`src/rtl/linked_list_pkg.sv`:
```
// Shared op codes, master FSM states and the legality check used by the
// linked-list command master and its FIFO.
package linked_list_pkg;

  localparam logic [2:0] OP_IDLE        = 3'b000;
  localparam logic [2:0] OP_INSERT_HEAD = 3'b100;
  localparam logic [2:0] OP_INSERT_TAIL = 3'b101;
  localparam logic [2:0] OP_DELETE      = 3'b110;
  localparam logic [2:0] OP_TRAVERSE    = 3'b111;

  // FIFO entry: {op[2:0], data[7:0]}
  localparam int CMD_W = 11;

  typedef enum logic [1:0] {
    S_IDLE = 2'd0,
    S_HOLD = 2'd1,
    S_GAP  = 2'd2,
    S_RESP = 2'd3
  } master_state_e;

  function automatic logic is_legal_op(input logic [2:0] op);
    return (op == OP_INSERT_HEAD) || (op == OP_INSERT_TAIL) ||
           (op == OP_DELETE)      || (op == OP_TRAVERSE);
  endfunction

endpackage

```
`src/rtl/ll_cmd_fifo.sv`:
```
// Small synchronous FIFO buffering host commands ahead of the issue FSM.
// The read port is combinational from the head entry (show-ahead).
module ll_cmd_fifo #(
  parameter int DEPTH = 4,
  parameter int WIDTH = 11
) (
  input  logic             clk_i,
  input  logic             rst_i,
  input  logic             push_i,
  input  logic [WIDTH-1:0] data_i,
  input  logic             pop_i,
  output logic [WIDTH-1:0] data_o,
  output logic             full_o,
  output logic             empty_o
);

  localparam int AW = $clog2(DEPTH);

  logic [WIDTH-1:0] mem_q [DEPTH];
  logic [AW-1:0]    wr_ptr_q, rd_ptr_q;
  logic [AW:0]      count_q;
  logic             push_ok, pop_ok;

  assign full_o  = (count_q == (AW+1)'(DEPTH));
  assign empty_o = (count_q == '0);
  assign data_o  = mem_q[rd_ptr_q];

  // A full FIFO refuses a push even when a pop happens in the same cycle.
  assign push_ok = push_i && !full_o;
  assign pop_ok  = pop_i && !empty_o;

  always_ff @(posedge clk_i) begin
    if (push_ok) mem_q[wr_ptr_q] <= data_i;
  end

  always_ff @(posedge clk_i) begin
    if (rst_i) begin
      wr_ptr_q <= '0;
      rd_ptr_q <= '0;
      count_q  <= '0;
    end else begin
      if (push_ok) wr_ptr_q <= wr_ptr_q + 1'b1;
      if (pop_ok)  rd_ptr_q <= rd_ptr_q + 1'b1;
      case ({push_ok, pop_ok})
        2'b10:   count_q <= count_q + 1'b1;
        2'b01:   count_q <= count_q - 1'b1;
        default: count_q <= count_q;
      endcase
    end
  end

endmodule

```
`src/rtl/linked_list_cmd_master.sv`:
```
// Replays queued commands onto the linked-list operation/data_in interface as
// a held op code plus an IDLE gap, and reports per-command sticky-flag status.
module linked_list_cmd_master
  import linked_list_pkg::*;
#(
  parameter int FIFO_DEPTH  = 4,
  parameter int HOLD_CYCLES = 40,
  parameter int GAP_CYCLES  = 4
) (
  input  logic       clk,
  input  logic       rst,
  input  logic       cmd_valid,
  output logic       cmd_ready,
  input  logic [2:0] cmd_op,
  input  logic [7:0] cmd_data,
  output logic       rsp_valid,
  input  logic       rsp_ready,
  output logic [2:0] rsp_op,
  output logic       rsp_overflow,
  output logic       rsp_underflow,
  output logic       rsp_stale,
  output logic       rsp_illegal,
  output logic [2:0] operation,
  output logic [7:0] data_in,
  input  logic       overflow,
  input  logic       underflow
);

  localparam int CNT_MAX = (HOLD_CYCLES > GAP_CYCLES) ? HOLD_CYCLES : GAP_CYCLES;
  localparam int CW      = $clog2(CNT_MAX + 1);

  master_state_e    state_q, state_d;
  logic [CW-1:0]    cnt_q, cnt_d;
  logic [2:0]       op_q, op_d;
  logic [7:0]       data_q, data_d;
  logic [2:0]       operation_q, operation_d;
  logic             ovf0_q, ovf0_d, unf0_q, unf0_d;
  logic             rsp_valid_q, rsp_valid_d;
  logic [2:0]       rsp_op_q, rsp_op_d;
  logic             rsp_ovf_q, rsp_ovf_d, rsp_unf_q, rsp_unf_d;
  logic             rsp_stale_q, rsp_stale_d, rsp_ill_q, rsp_ill_d;

  logic             fifo_full, fifo_empty, fifo_pop;
  logic [CMD_W-1:0] fifo_dout;

  assign cmd_ready = !fifo_full;

  ll_cmd_fifo #(
    .DEPTH (FIFO_DEPTH),
    .WIDTH (CMD_W)
  ) u_fifo (
    .clk_i   (clk),
    .rst_i   (rst),
    .push_i  (cmd_valid && !fifo_full),
    .data_i  ({cmd_op, cmd_data}),
    .pop_i   (fifo_pop),
    .data_o  (fifo_dout),
    .full_o  (fifo_full),
    .empty_o (fifo_empty)
  );

  always_ff @(posedge clk) begin
    if (rst) begin
      state_q     <= S_IDLE;
      cnt_q       <= '0;
      op_q        <= OP_IDLE;
      data_q      <= '0;
      operation_q <= OP_IDLE;
      ovf0_q      <= 1'b0;
      unf0_q      <= 1'b0;
      rsp_valid_q <= 1'b0;
      rsp_op_q    <= OP_IDLE;
      rsp_ovf_q   <= 1'b0;
      rsp_unf_q   <= 1'b0;
      rsp_stale_q <= 1'b0;
      rsp_ill_q   <= 1'b0;
    end else begin
      state_q     <= state_d;
      cnt_q       <= cnt_d;
      op_q        <= op_d;
      data_q      <= data_d;
      operation_q <= operation_d;
      ovf0_q      <= ovf0_d;
      unf0_q      <= unf0_d;
      rsp_valid_q <= rsp_valid_d;
      rsp_op_q    <= rsp_op_d;
      rsp_ovf_q   <= rsp_ovf_d;
      rsp_unf_q   <= rsp_unf_d;
      rsp_stale_q <= rsp_stale_d;
      rsp_ill_q   <= rsp_ill_d;
    end
  end

  always_comb begin
    state_d     = state_q;
    cnt_d       = cnt_q;
    op_d        = op_q;
    data_d      = data_q;
    operation_d = operation_q;
    ovf0_d      = ovf0_q;
    unf0_d      = unf0_q;
    rsp_valid_d = rsp_valid_q;
    rsp_op_d    = rsp_op_q;
    rsp_ovf_d   = rsp_ovf_q;
    rsp_unf_d   = rsp_unf_q;
    rsp_stale_d = rsp_stale_q;
    rsp_ill_d   = rsp_ill_q;
    fifo_pop    = 1'b0;

    case (state_q)
      S_IDLE: begin
        if (!fifo_empty && !rsp_valid_q) begin
          fifo_pop = 1'b1;
          op_d     = fifo_dout[10:8];
          data_d   = fifo_dout[7:0];
          ovf0_d   = overflow;
          unf0_d   = underflow;
          cnt_d    = '0;
          if (is_legal_op(fifo_dout[10:8])) begin
            state_d     = S_HOLD;
            operation_d = fifo_dout[10:8];
          end else begin
            state_d     = S_RESP;
            rsp_op_d    = fifo_dout[10:8];
            rsp_ovf_d   = 1'b0;
            rsp_unf_d   = 1'b0;
            rsp_stale_d = 1'b0;
            rsp_ill_d   = 1'b1;
          end
        end
      end

      S_HOLD: begin
        if (cnt_q == CW'(HOLD_CYCLES - 1)) begin
          cnt_d       = '0;
          state_d     = S_GAP;
          operation_d = OP_IDLE;
        end else begin
          cnt_d = cnt_q + 1'b1;
        end
      end

      // Flags are judged against the baseline on the final gap cycle, by which
      // point the list has long finished reacting to the held op code.
      S_GAP: begin
        if (cnt_q == CW'(GAP_CYCLES - 1)) begin
          cnt_d       = '0;
          state_d     = S_RESP;
          rsp_valid_d = 1'b1;
          rsp_op_d    = op_q;
          rsp_ovf_d   = overflow & ~ovf0_q;
          rsp_unf_d   = underflow & ~unf0_q;
          rsp_stale_d = ovf0_q | unf0_q;
          rsp_ill_d   = 1'b0;
        end else begin
          cnt_d = cnt_q + 1'b1;
        end
      end

      S_RESP: begin
        if (!rsp_valid_q) begin
          rsp_valid_d = 1'b1;
        end else if (rsp_ready) begin
          rsp_valid_d = 1'b0;
          state_d     = S_IDLE;
        end
      end

      default: state_d = S_IDLE;
    endcase
  end

  assign operation     = operation_q;
  assign data_in       = data_q;
  assign rsp_valid     = rsp_valid_q;
  assign rsp_op        = rsp_op_q;
  assign rsp_overflow  = rsp_ovf_q;
  assign rsp_underflow = rsp_unf_q;
  assign rsp_stale     = rsp_stale_q;
  assign rsp_illegal   = rsp_ill_q;

endmodule

```
`config.mk`:
```
export PLATFORM = sky130hd
export DESIGN_NAME = linked_list_cmd_master
export DESIGN_NICKNAME = d
export VERILOG_FILES = /design/src/rtl/linked_list_pkg.sv /design/src/rtl/ll_cmd_fifo.sv /design/src/rtl/linked_list_cmd_master.sv
export SDC_FILE = /design/constraint.sdc
export NUM_CORES = 1
export LEC_CHECK = 0
export ABC_AREA = 1
export BUFFER_PORTS_ARGS = -buffer_cell sky130_fd_sc_hd__buf_4
export CAP_MARGIN = 5
export CORE_ASPECT_RATIO = 0.7
export CORE_MARGIN = 10
export CORE_UTILIZATION = 55
export DETAILED_ROUTE_END_ITERATION = 10
export MAX_ROUTING_LAYER = met4
export PLACE_DENSITY = 0.74
export SLEW_MARGIN = 25
export SYNTH_ARGS = -nofsm -noshare
export SYNTH_HDL_FRONTEND = slang
export SYNTH_SLANG_ARGS = --single-unit
```
`constraint.sdc`:
```
create_clock -name clk -period 2.5 [get_ports clk]
set_input_delay 0 -clock clk [delete_from_list [all_inputs] [get_ports clk]]
set_output_delay 0 -clock clk [all_outputs]
set_load 0.05 [all_outputs]
```
==> results of run 1 <==
-- routing by layer --
| metal | GRT usage (%) | part of all wire, % | vias up |
|---|---|---|---|
| li1 | - | - | 1395 |
| met1 | 20.23 | 47 | 1176 |
| met2 | 23.05 | 43 | 104 |
| met3 | 5.123 | 9.5 | 4 |
| met4 | 4.810 | 0.42 | 0 |
| met5 | - | 0 | - |
-- worst max-delay path by stage --
| stage | from | cells after the start | end | slack, ns |
|---|---|---|---|---|
| 6_report | state_q[0] | 11 | u_fifo.count_q[2] | 0.41 |
| 5_1_grt | state_q[0] | 11 | u_fifo.count_q[2] | 0.15 |
| 4_1_cts | state_q[0] | 11 | u_fifo.count_q[2] | 0.41 |
| 3_5_place_dp | state_q[0] | 11 | u_fifo.count_q[2] | 0.41 |
| 3_3_place_gp | state_q[0] | 11 | u_fifo.count_q[2] | 0.52 |
| 2_1_floorplan | u_fifo.count_q[0] | 10 | u_fifo.count_q[2] | 0.16 |
-- power breakdown --
part / internal [mW] / switching (mW) / total, mW
logic: 0.670 / 1.51 / 2.18
registers: 1.74 / 0.121 / 1.86
clock network: 0.464 / 0.482 / 0.946
-- Yosys cell counts, types with 2 or more instances --
library cell	count
nor2_1	72
edfxtp_1	44
nand3_2	4
nand4_1	2
o22ai_1	8
buf_1	3
xor2_1	2
inv_1	34
nand3_1	10
ha_1	11
o21ai_0	40
buf_2	8
nand2_1	72
a21oi_1	25
inv_2	2
nand2_2	4
dfxtp_1	41
-- logic make-up (layout without fill, tap and decap cells) --
family          Yosys count  in the layout
fa+ha+maj                12             12
mux                       1              1
xor+xnor                  2              2
buf+inv                  49            110
compound gates           75             75
flops                    85             85
simple gates            166            166
-- what timing repair did --
| action | CTS | global route |
|---|---|---|
| hold buffers | 14 | 0 |
| setup buffers | 0 | 0 |
| endpoints found under the hold margin | 56 | 0 |
-- registers in the layout, summed over array words and instances (netlist names), named ones only --
| name | cells |
|---|---|
| cnt_q | 6 |
| operation | 3 |
| op_q | 3 |
| rsp_overflow | 1 |
| u_fifo.rd_ptr_q | 2 |
| rsp_valid | 1 |
| unf0_q | 1 |
| rsp_illegal | 1 |
| u_fifo.wr_ptr_q | 2 |
| data_in | 8 |
| ovf0_q | 1 |
| u_fifo.mem_q | 44 |
| rsp_underflow | 1 |
| rsp_stale | 1 |
| rsp_op | 3 |
| state_q | 2 |
| u_fifo.count_q | 3 |
-- critical path: stages (launching register included) --
cell	delay (ns)
dfxtp_1	0.34
inv_1	0.11
ha_1	0.27
nand3_2	0.10
inv_1	0.08
ha_1	0.14
inv_1	0.07
fa_1	0.39
a21oi_1	0.15
o21ai_0	0.11
o21ai_0	0.16
a21oi_1	0.06
-- layout make-up --
| type | instances | area [um2] | share of cell area (%) |
|---|---|---|---|
| clock buffer | 9 | 123.9 | 2.885 |
| clock inverter | 7 | 72.57 | 1.690 |
| inverter | 36 | 135.1 | 3.148 |
| multi-input combinational | 256 | 1251 | 29.15 |
| sequential | 85 | 2142 | 49.90 |
| tap | 78 | 97.59 | 2.273 |
| timing repair buffer | 58 | 470.5 | 10.96 |
==> flow_metrics.py, run 1 <==
metrics = {
    "power": {
        "p_leak_nw": 1.773,
        "power.total_mw": 4.993,
        "ir_worst_vdd_mv": 0.5455,
        "power.density_nw_per_um2": 1163,
    },
    "global_route": {
        "antenna_found_initial": 0,
        "grt_pass1_wl_um": 12340,
        "grt.overflow.total": 0,
        "grt_pass1_vias": 2540,
        "grt_usage_pct": 15.70,
        "grt_max_degree": 28,
    },
    "layout": {
        "syn_to_final_growth_pct": 19.42,
        "nets": 475,
        "drive_gt1_share_pct": 15.30,
        "fillers": 489,
        "antennaDiodeCount": 0,
        "final_cells": 529,
        "mostFrequentLayoutCells": "nand2_1, nor2_1, buf_4, edfxtp_1, dfxtp_1",
        "finalInstanceArea_um2": 4293,
        "fin_util_pct": 68.40,
    },
    "timing": {
        "hold_viol": 0,
        "maxSlewViolCount": 0,
        "period_share_pct": 83.53,
        "whs_ns": 0.08656,
        "fin_worst_skew_ns": 0.006316,
        "post-route-min-period_ns": 2.088,
        "rsz0062_at_grt": "no",
        "tightest_slew_ns": 0.8095,
        "relSlewSlack_pct": 45.98,
        "worst_slack_ns": 0.4119,
        "finalSetupViolCount": 0,
        "fmax_ghz": 0.4789,
        "tns_ns": 0,
    },
    "placed_design": {
        "post-place-cells": 499,
        "gp_congestion": 0.8694,
        "preCtsSetupSlack_ns": 0.4149,
        "io_buffer_count": 36,
        "dp_hpwl_um": 5109,
        "post_dp_cell_area_um2": 3956,
    },
    "drt": {
        "firstDrtPassIters": 5,
        "drc": 0,
        "wl_per_cell_um": 13.94,
        "via_count": 2679,
        "drtIter0Drc": 238,
        "routed_wirelength_um": 7374,
        "postRouteAntennaNets": 0,
        "avgViaCountPerCell": 5.064,
    },
    "critical_path": {
        "setup.worst_path.class": "reg2reg",
        "cp_data_required_time_ns": 2.73,
        "rr_endpoint": "u_fifo.count_q[2]",
        "rrSetupSlack_ns": 0.41,
        "endpoint_kind": "flip-flop",
        "crit_path_start_kind": "flip-flop",
        "arrival_ns": 2.32,
        "cp_max_fo": 5,
        "rr_worst_depth": 11,
        "reg2reg_from": "state_q[0]",
    },
    "job": {
        "cap_violations": 0,
    },
    "min_path": {
        "worstHoldStart": "rsp_ready",
        "min_to": "rsp_valid",
        "worstHoldPathCells": 6,
        "hp-class": "in2reg",
    },
    "yosys": {
        "syn-num-nets": 419,
        "ys_ff_latch": 85,
        "ys_async_sr_fraction_pct": 0,
        "yosys.area_share.xor_xnor_pct": 0.4873,
        "synthAdderAreaFrac_pct": 4.386,
        "ys.flop_type": "edfxtp_1",
        "syn-instance-count": 390,
        "synth_top_family_by_area": "simple AND/OR/NAND/NOR gates",
        "netlist_area_um2": 3595,
        "synth_edf_count": 44,
        "synthSimpleGateAreaFrac_pct": 18.90,
        "synth_top_area_cell": "edfxtp_1",
        "synth_top_area_share_pct": 36.76,
        "postSynthAreaPerCell_um2": 9.217,
        "synth_compound_area_share_pct": 10.76,
        "synth_cell_types": 25,
        "synth_mux_area_share_pct": 0.2785,
        "yosysWarningCount": 0,
        "ys_seq_area_share_pct": 59.59,
        "synthTopCellsByArea": "edfxtp_1, dfxtp_1, nand2_1, nor2_1, o21ai_0",
    },
    "floorplanning": {
        "die_h_um": 87.64,
        "core_area_um2": 6276,
        "die_w_um": 116.6,
        "start_util_pct": 57.28,
        "num_rows": 24,
        "io_pins": 37,
        "die_area_um2": 10220,
    },
    "clock_tree": {
        "post_cts_resize_count": 0,
        "cts_tree": "built",
        "htreeDepth": 3,
        "clock_path_buffers": 2,
        "clock-root-buffer": "clkbuf_8",
        "clock_latency_ns": 0.35,
        "numCtsBuffers": 9,
        "clk_pin_slew_ns": 0.08,
        "cts_sinks": 85,
    },
    "status": {
        "status": "finished clean",
    },
}
(Power assumes the default switching activity.)
==> run 2, diff against run 1 <==
--- a/config.mk
+++ b/config.mk
@@ -5,7 +5,7 @@
 export SDC_FILE = /design/constraint.sdc
 export NUM_CORES = 1
 export LEC_CHECK = 0
-export ABC_AREA = 1
+export ABC_AREA = 0
 export BUFFER_PORTS_ARGS = -buffer_cell sky130_fd_sc_hd__buf_4
 export CAP_MARGIN = 5
 export CORE_ASPECT_RATIO = 0.7
==> constraint.sdc (replaced) <==
create_clock -name clk -period 2 [get_ports clk]
set_input_delay 0 -clock clk [delete_from_list [all_inputs] [get_ports clk]]
set_output_delay 0 -clock clk [all_outputs]
set_load 0.05 [all_outputs]
==> flow_metrics.py, run 2 <==
metrics = {
    "yosys": {
        "yosysWarningCount": 0,
        "synthTopCellsByArea": "edfxtp_1, dfxtp_1, mux4_2, nand2_1, ha_1",
        "synth_edf_count": 44,
        "synth_top_area_cell": "edfxtp_1",
        "ys_ff_latch": 85,
        "syn-num-nets": 322,
        "ys_seq_area_share_pct": 59.57,
        "syn-instance-count": 293,
        "synth_cell_types": 45,
        "ys_async_sr_fraction_pct": 0,
        "synth_top_area_share_pct": 36.74,
        "postSynthAreaPerCell_um2": 12.27,
        "post-synth-top-count-cell": "edfxtp_1",
        "ys.flop_type": "edfxtp_1",
        "synth_commonest_cells": "edfxtp_1, nand2_1, dfxtp_1, a21oi_1, nor2_1",
        "netlist_area_um2": 3596,
    },
    "global_route": {
        "grt.overflow.total": 0,
        "grt_pass1_wl_um": 12030,
        "gr-usage-met1_pct": 20.55,
        "grt_max_degree": 33,
        "antenna_found_initial": 0,
        "grt_use_met2_pct": 23.05,
        "grt_usage_pct": 15.57,
        "grt_pass1_vias": 2391,
        "grt_busiest_layer": "met2",
        "gr-usage-met3_pct": 4.167,
    },
    "drt": {
        "drtIter0Drc": 123,
        "postRouteAntennaNets": 0,
        "wl_per_cell_um": 16.15,
        "drc": 0,
        "firstDrtPassIters": 4,
        "routed_wirelength_um": 7202,
        "via_count": 2446,
        "avgViaCountPerCell": 5.484,
    },
    "timing": {
        "tightest_slew_ns": 0.6132,
        "post-route-min-period_ns": 2.064,
        "fin_worst_skew_ns": 0.008549,
        "maxSlewViolCount": 0,
        "period_share_pct": 103.2,
        "hold_viol": 0,
        "finalSetupViolCount": 1,
        "worst_slack_ns": -0.06450,
        "relSlewSlack_pct": 59.12,
        "fmax_ghz": 0.4844,
        "rsz0062_at_grt": "yes",
    },
    "layout": {
        "mostFrequentLayoutCells": "buf_4, edfxtp_1, nand2_1",
        "regMostFlops": "u_fifo.mem_q",
        "nets": 392,
        "mostFrequentLayoutCell": "buf_4",
        "drive_gt1_share_pct": 30.43,
        "syn_to_final_growth_pct": 23.90,
        "antennaDiodeCount": 0,
        "largest_reg_flops": 44,
        "fin_util_pct": 70.99,
    },
    "critical_path": {
        "crit_family": "simple AND/OR/NAND/NOR gates",
        "setup.worst_path.class": "reg2reg",
        "arrival_ns": 2.34,
        "crit_buf_inv": 2,
        "cp_slowest_cell": "or3b_4",
        "cp_max_fo": 2,
        "path_cells": "or3b_4 > and2_4 > inv_4 > ha_4 > inv_2 > fa_2 > xor2_1 > or3_1 > a21oi_1",
        "endpoint_kind": "flip-flop",
        "crit_path_start_kind": "flip-flop",
        "cp_data_required_time_ns": 2.28,
        "critPathMaxStageDelay_ns": 0.39,
    },
    "clock_tree": {
        "numCtsBuffers": 9,
        "clk_pin_slew_ns": 0.08,
        "clock-root-buffer": "clkbuf_8",
        "cts_sinks": 85,
        "cts_tree": "built",
        "htreeDepth": 3,
        "clock_path_buffers": 2,
        "clock_latency_ns": 0.35,
    },
    "power": {
        "p_leak_nw": 1.682,
        "ir_worst_vdd_mv": 1.107,
        "power.total_mw": 6.379,
        "power.density_nw_per_um2": 1432,
    },
    "floorplanning": {
        "die_h_um": 87.65,
        "num_rows": 24,
        "start_util_pct": 57.30,
        "die_w_um": 116.6,
        "io_pins": 37,
        "core_area_um2": 6276,
        "die_area_um2": 10220,
    },
    "status": {
        "status": "complete, but fails checks",
        "violations": "negative setup slack",
    },
    "placed_design": {
        "gp_congestion": 0.8641,
        "io_buffer_count": 36,
        "dp_hpwl_um": 5006,
    },
    "min_path": {
        "hp-class": "in2reg",
    },
    "job": {
        "cap_violations": 0,
    },
}
==> run 2: cell types whose count changed after synthesis, sizes merged, moves of 11 or more <==
cell   change
inv       -22
mux4      +11
nand2     -33
nor2      -55
o21ai     -30
==> run 2: cell type report <==
type / count / area (um2)
Clock buffer: 10 / 127.6
Clock inverter: 6 / 63.81
Fill cell: 451 / 1821
Inverter: 14 / 55.05
Multi-Input combinational cell: 184 / 1413
Sequential cell: 85 / 2148
Tap cell: 78 / 97.59
Timing Repair Buffer: 69 / 550.5
==> run 2: timing repair <==
action	CTS	global route
gates resized for setup	2	4
endpoints found under the setup margin	1	4
setup buffers	1	1
endpoints found under the hold margin	48	0
gates cloned	0	0
hold buffers	13	0
==> run 2: kinds of logic after synthesis <==
kind of cell	count (synthesis)	synth area share, %
compound gates	56	9.673
flops	85	59.57
fa+ha+maj	12	4.384
xor+xnor	6	1.462
buf+inv	24	2.609
mux	22	10.54
simple gates	88	11.76
==> run 2: per-layer routing <==
layer | up-vias | share of wire [%]
met4 | 0 | 0.49
met3 | 2 | 6.7
met1 | 1173 | 47
met5 | - | 0
met2 | 64 | 46
li1 | 1207 | -
==> run 2: path summary, 6_finish.rpt <==
| kind | startpoint | to | slack, ns | cells after the start |
|---|---|---|---|---|
| min reg2reg | data_in[1] | data_in[1] | 0.46 | 2 |
| max | u_fifo.count_q[1] | u_fifo.count_q[2] | -0.06 | 9 |
| max reg2reg | u_fifo.count_q[1] | u_fifo.count_q[2] | -0.06 | 9 |
| min | rst | op_q[2] | 0.05 | 2 |
==> run 2: per-stage QoR <==
step                instances  setup WS [ns]  hold slack (ns)  TNS [ns]  cell area [um2]
floorplan                 293        -0.1796          0.09887   -0.2216             3643
detailed placement        415        -0.1037           0.2031   -0.1037             4099
global route              446        -0.1547          0.04604   -0.1651             4456
finish                    446       -0.06450          0.04906  -0.06450             4456
global placement          415       -0.04471           0.2024  -0.04471             4099
CTS                       445       -0.07351          0.03406  -0.07351             4432
==> run 2: report_power, final <==
group          total [mW]  leakage, nW  switching, mW  internal (mW)
sequential           2.35        0.740          0.153           2.20
clock                1.16       0.0939          0.589          0.575
combinational        2.86        0.848           1.70           1.16
total                6.38         1.68           2.44           3.94
==> run 3, diff against run 2 <==
--- a/config.mk
+++ b/config.mk
@@ -14,6 +14,7 @@
 export DETAILED_ROUTE_END_ITERATION = 10
 export MAX_ROUTING_LAYER = met4
 export PLACE_DENSITY = 0.74
+export RECOVER_POWER = 50
 export SLEW_MARGIN = 25
 export SYNTH_ARGS = -nofsm -noshare
 export SYNTH_HDL_FRONTEND = slang
==> flow_metrics.py, run 3 (synthesis results as in run 2) <==
metrics = {
    "status": {
        "status": "complete, but fails checks",
        "violations": "negative setup slack",
    },
    "timing": {
        "finalSetupViolCount": 1,
        "post-route-min-period_ns": 2.063,
        "rsz0062_at_grt": "yes",
        "worst_slack_ns": -0.06294,
        "tns_ns": -0.06294,
        "period_share_pct": 103.1,
        "fin_worst_skew_ns": 0.008468,
        "tightest_slew_ns": 0.6245,
        "relSlewSlack_pct": 58.54,
        "hold_viol": 0,
        "maxSlewViolCount": 0,
        "fmax_ghz": 0.4847,
    },
    "placed_design": {
        "gp_congestion": 0.8641,
        "io_buffer_count": 36,
        "dp_hpwl_um": 5006,
        "preCtsSetupSlack_ns": -0.1037,
        "post_dp_cell_area_um2": 4099,
        "post-place-cells": 415,
    },
    "power": {
        "p_leak_nw": 1.563,
        "ir_worst_vdd_mv": 1.114,
        "power.density_nw_per_um2": 1444,
    },
    "layout": {
        "regMostFlops": "u_fifo.mem_q",
        "largest_reg_flops": 44,
        "mostFrequentLayoutCells": "edfxtp_1, nand2_1, dfxtp_1",
        "nets": 392,
        "finalInstanceArea_um2": 4343,
        "syn_to_final_growth_pct": 20.77,
        "antennaDiodeCount": 0,
        "mostFrequentLayoutCell": "edfxtp_1",
        "final_cells": 446,
        "drive_gt1_share_pct": 22.28,
    },
    "floorplanning": {
        "io_pins": 37,
        "die_w_um": 116.6,
        "die_h_um": 87.65,
        "num_rows": 24,
        "die_area_um2": 10220,
        "core_area_um2": 6276,
        "start_util_pct": 57.30,
    },
    "clock_tree": {
        "clock_latency_ns": 0.35,
        "cts_sinks": 85,
        "clock_path_buffers": 2,
        "htreeDepth": 3,
        "clock-root-buffer": "clkbuf_8",
        "clk_pin_slew_ns": 0.08,
        "numCtsBuffers": 9,
        "cts_tree": "built",
    },
    "global_route": {
        "gr-usage-met3_pct": 4.167,
        "grt.overflow.total": 0,
        "grt_busiest_layer": "met2",
        "grt_pass1_vias": 2391,
        "gr-usage-met1_pct": 20.55,
        "antenna_found_initial": 0,
        "grt_pass1_wl_um": 12030,
        "grt_usage_pct": 15.57,
        "grt_use_met2_pct": 23.05,
        "grt_max_degree": 33,
    },
    "critical_path": {
        "path_cells": "or3b_4 > and2_4 > inv_4 > ha_4 > inv_2 > fa_2 > xor2_1 > or3_1 > a21oi_1",
        "crit_family": "simple AND/OR/NAND/NOR gates",
        "endpoint_kind": "flip-flop",
        "arrival_ns": 2.34,
        "cp_data_required_time_ns": 2.28,
        "setup.worst_path.class": "reg2reg",
        "crit_buf_inv": 2,
        "critPathMaxStageDelay_ns": 0.39,
        "cp_max_fo": 2,
        "crit_path_start_kind": "flip-flop",
        "cp_slowest_cell": "or3b_4",
    },
    "drt": {
        "via_count": 2434,
        "postRouteAntennaNets": 0,
        "firstDrtPassIters": 4,
        "routed_wirelength_um": 7231,
        "avgViaCountPerCell": 5.457,
        "drc": 0,
        "drtIter0Drc": 156,
        "wl_per_cell_um": 16.21,
    },
    "job": {
        "cap_violations": 0,
    },
    "min_path": {
        "hp-class": "in2reg",
    },
}
-- run 3: cell types whose count changed in the layout (fill, tap and decap cells not counted) --
cell,change
buf_4,-30
clkbuf_1,+30
-- run 3: what timing repair did --
item                       CTS  global route
setup endpoints to repair    1             4
setup buffers                1             1
hold endpoints to repair    48             0
resized for setup            2             4
hold buffers                13             0
-- run 3: stage by stage --
stage	power, mW	hold WS, ns	util [%]
floorplan	4.349	0.09887	-
global placement	5.120	0.2024	65.31
detailed placement	5.177	0.2031	65.31
CTS	6.364	0.03406	70.61
global route	6.679	0.04604	69.20
finish	6.269	0.04584	69.20
-- run 3: final timing paths --
path                                   startpoint                end  slack (ns)  depth (start not counted)
worst max register to register  u_fifo.count_q[1]  u_fifo.count_q[2]       -0.06                          9
worst max-delay path            u_fifo.count_q[1]  u_fifo.count_q[2]       -0.06                          9
worst min-delay path                          rst            op_q[2]        0.05                          2
worst min register to register         data_in[0]         data_in[0]        0.46                          2
-- run 3: layout make-up --
cell class	instances	area [um2]
repair buffers	69	437.9
well taps	78	97.59
inverters	14	55.05
clock buffers	10	127.6
flip-flops and latches	85	2148
clock inverters	6	63.81
fillers	483	1933
multi-input cells	184	1413
-- run 3: worst register-to-register path, delay by kind of cell, from the launching register on --
family / cells / cell delay [ns]
adder cells (fa/ha/maj): 2 / 0.45
buffers and inverters: 2 / 0.09
AND/OR/NAND/NOR: 3 / 0.86
flip-flops: 1 / 0.33
AO/OA/AOI/OAI: 1 / 0.11
XOR/XNOR: 1 / 0.15
-- run 3: layer usage --
metal | vias to the layer above | wire, um
met5 | - | 0
met4 | 0 | 78
met3 | 8 | 510
met2 | 65 | 3278
met1 | 1157 | 3364
li1 | 1204 | -
-- run 3: report_power, final --
| part | internal (mW) | switching [mW] | leakage (nW) |
|---|---|---|---|
| sequential | 2.20 | 0.151 | 0.740 |
| combinational | 1.05 | 1.70 | 0.729 |
| clock | 0.575 | 0.592 | 0.0939 |
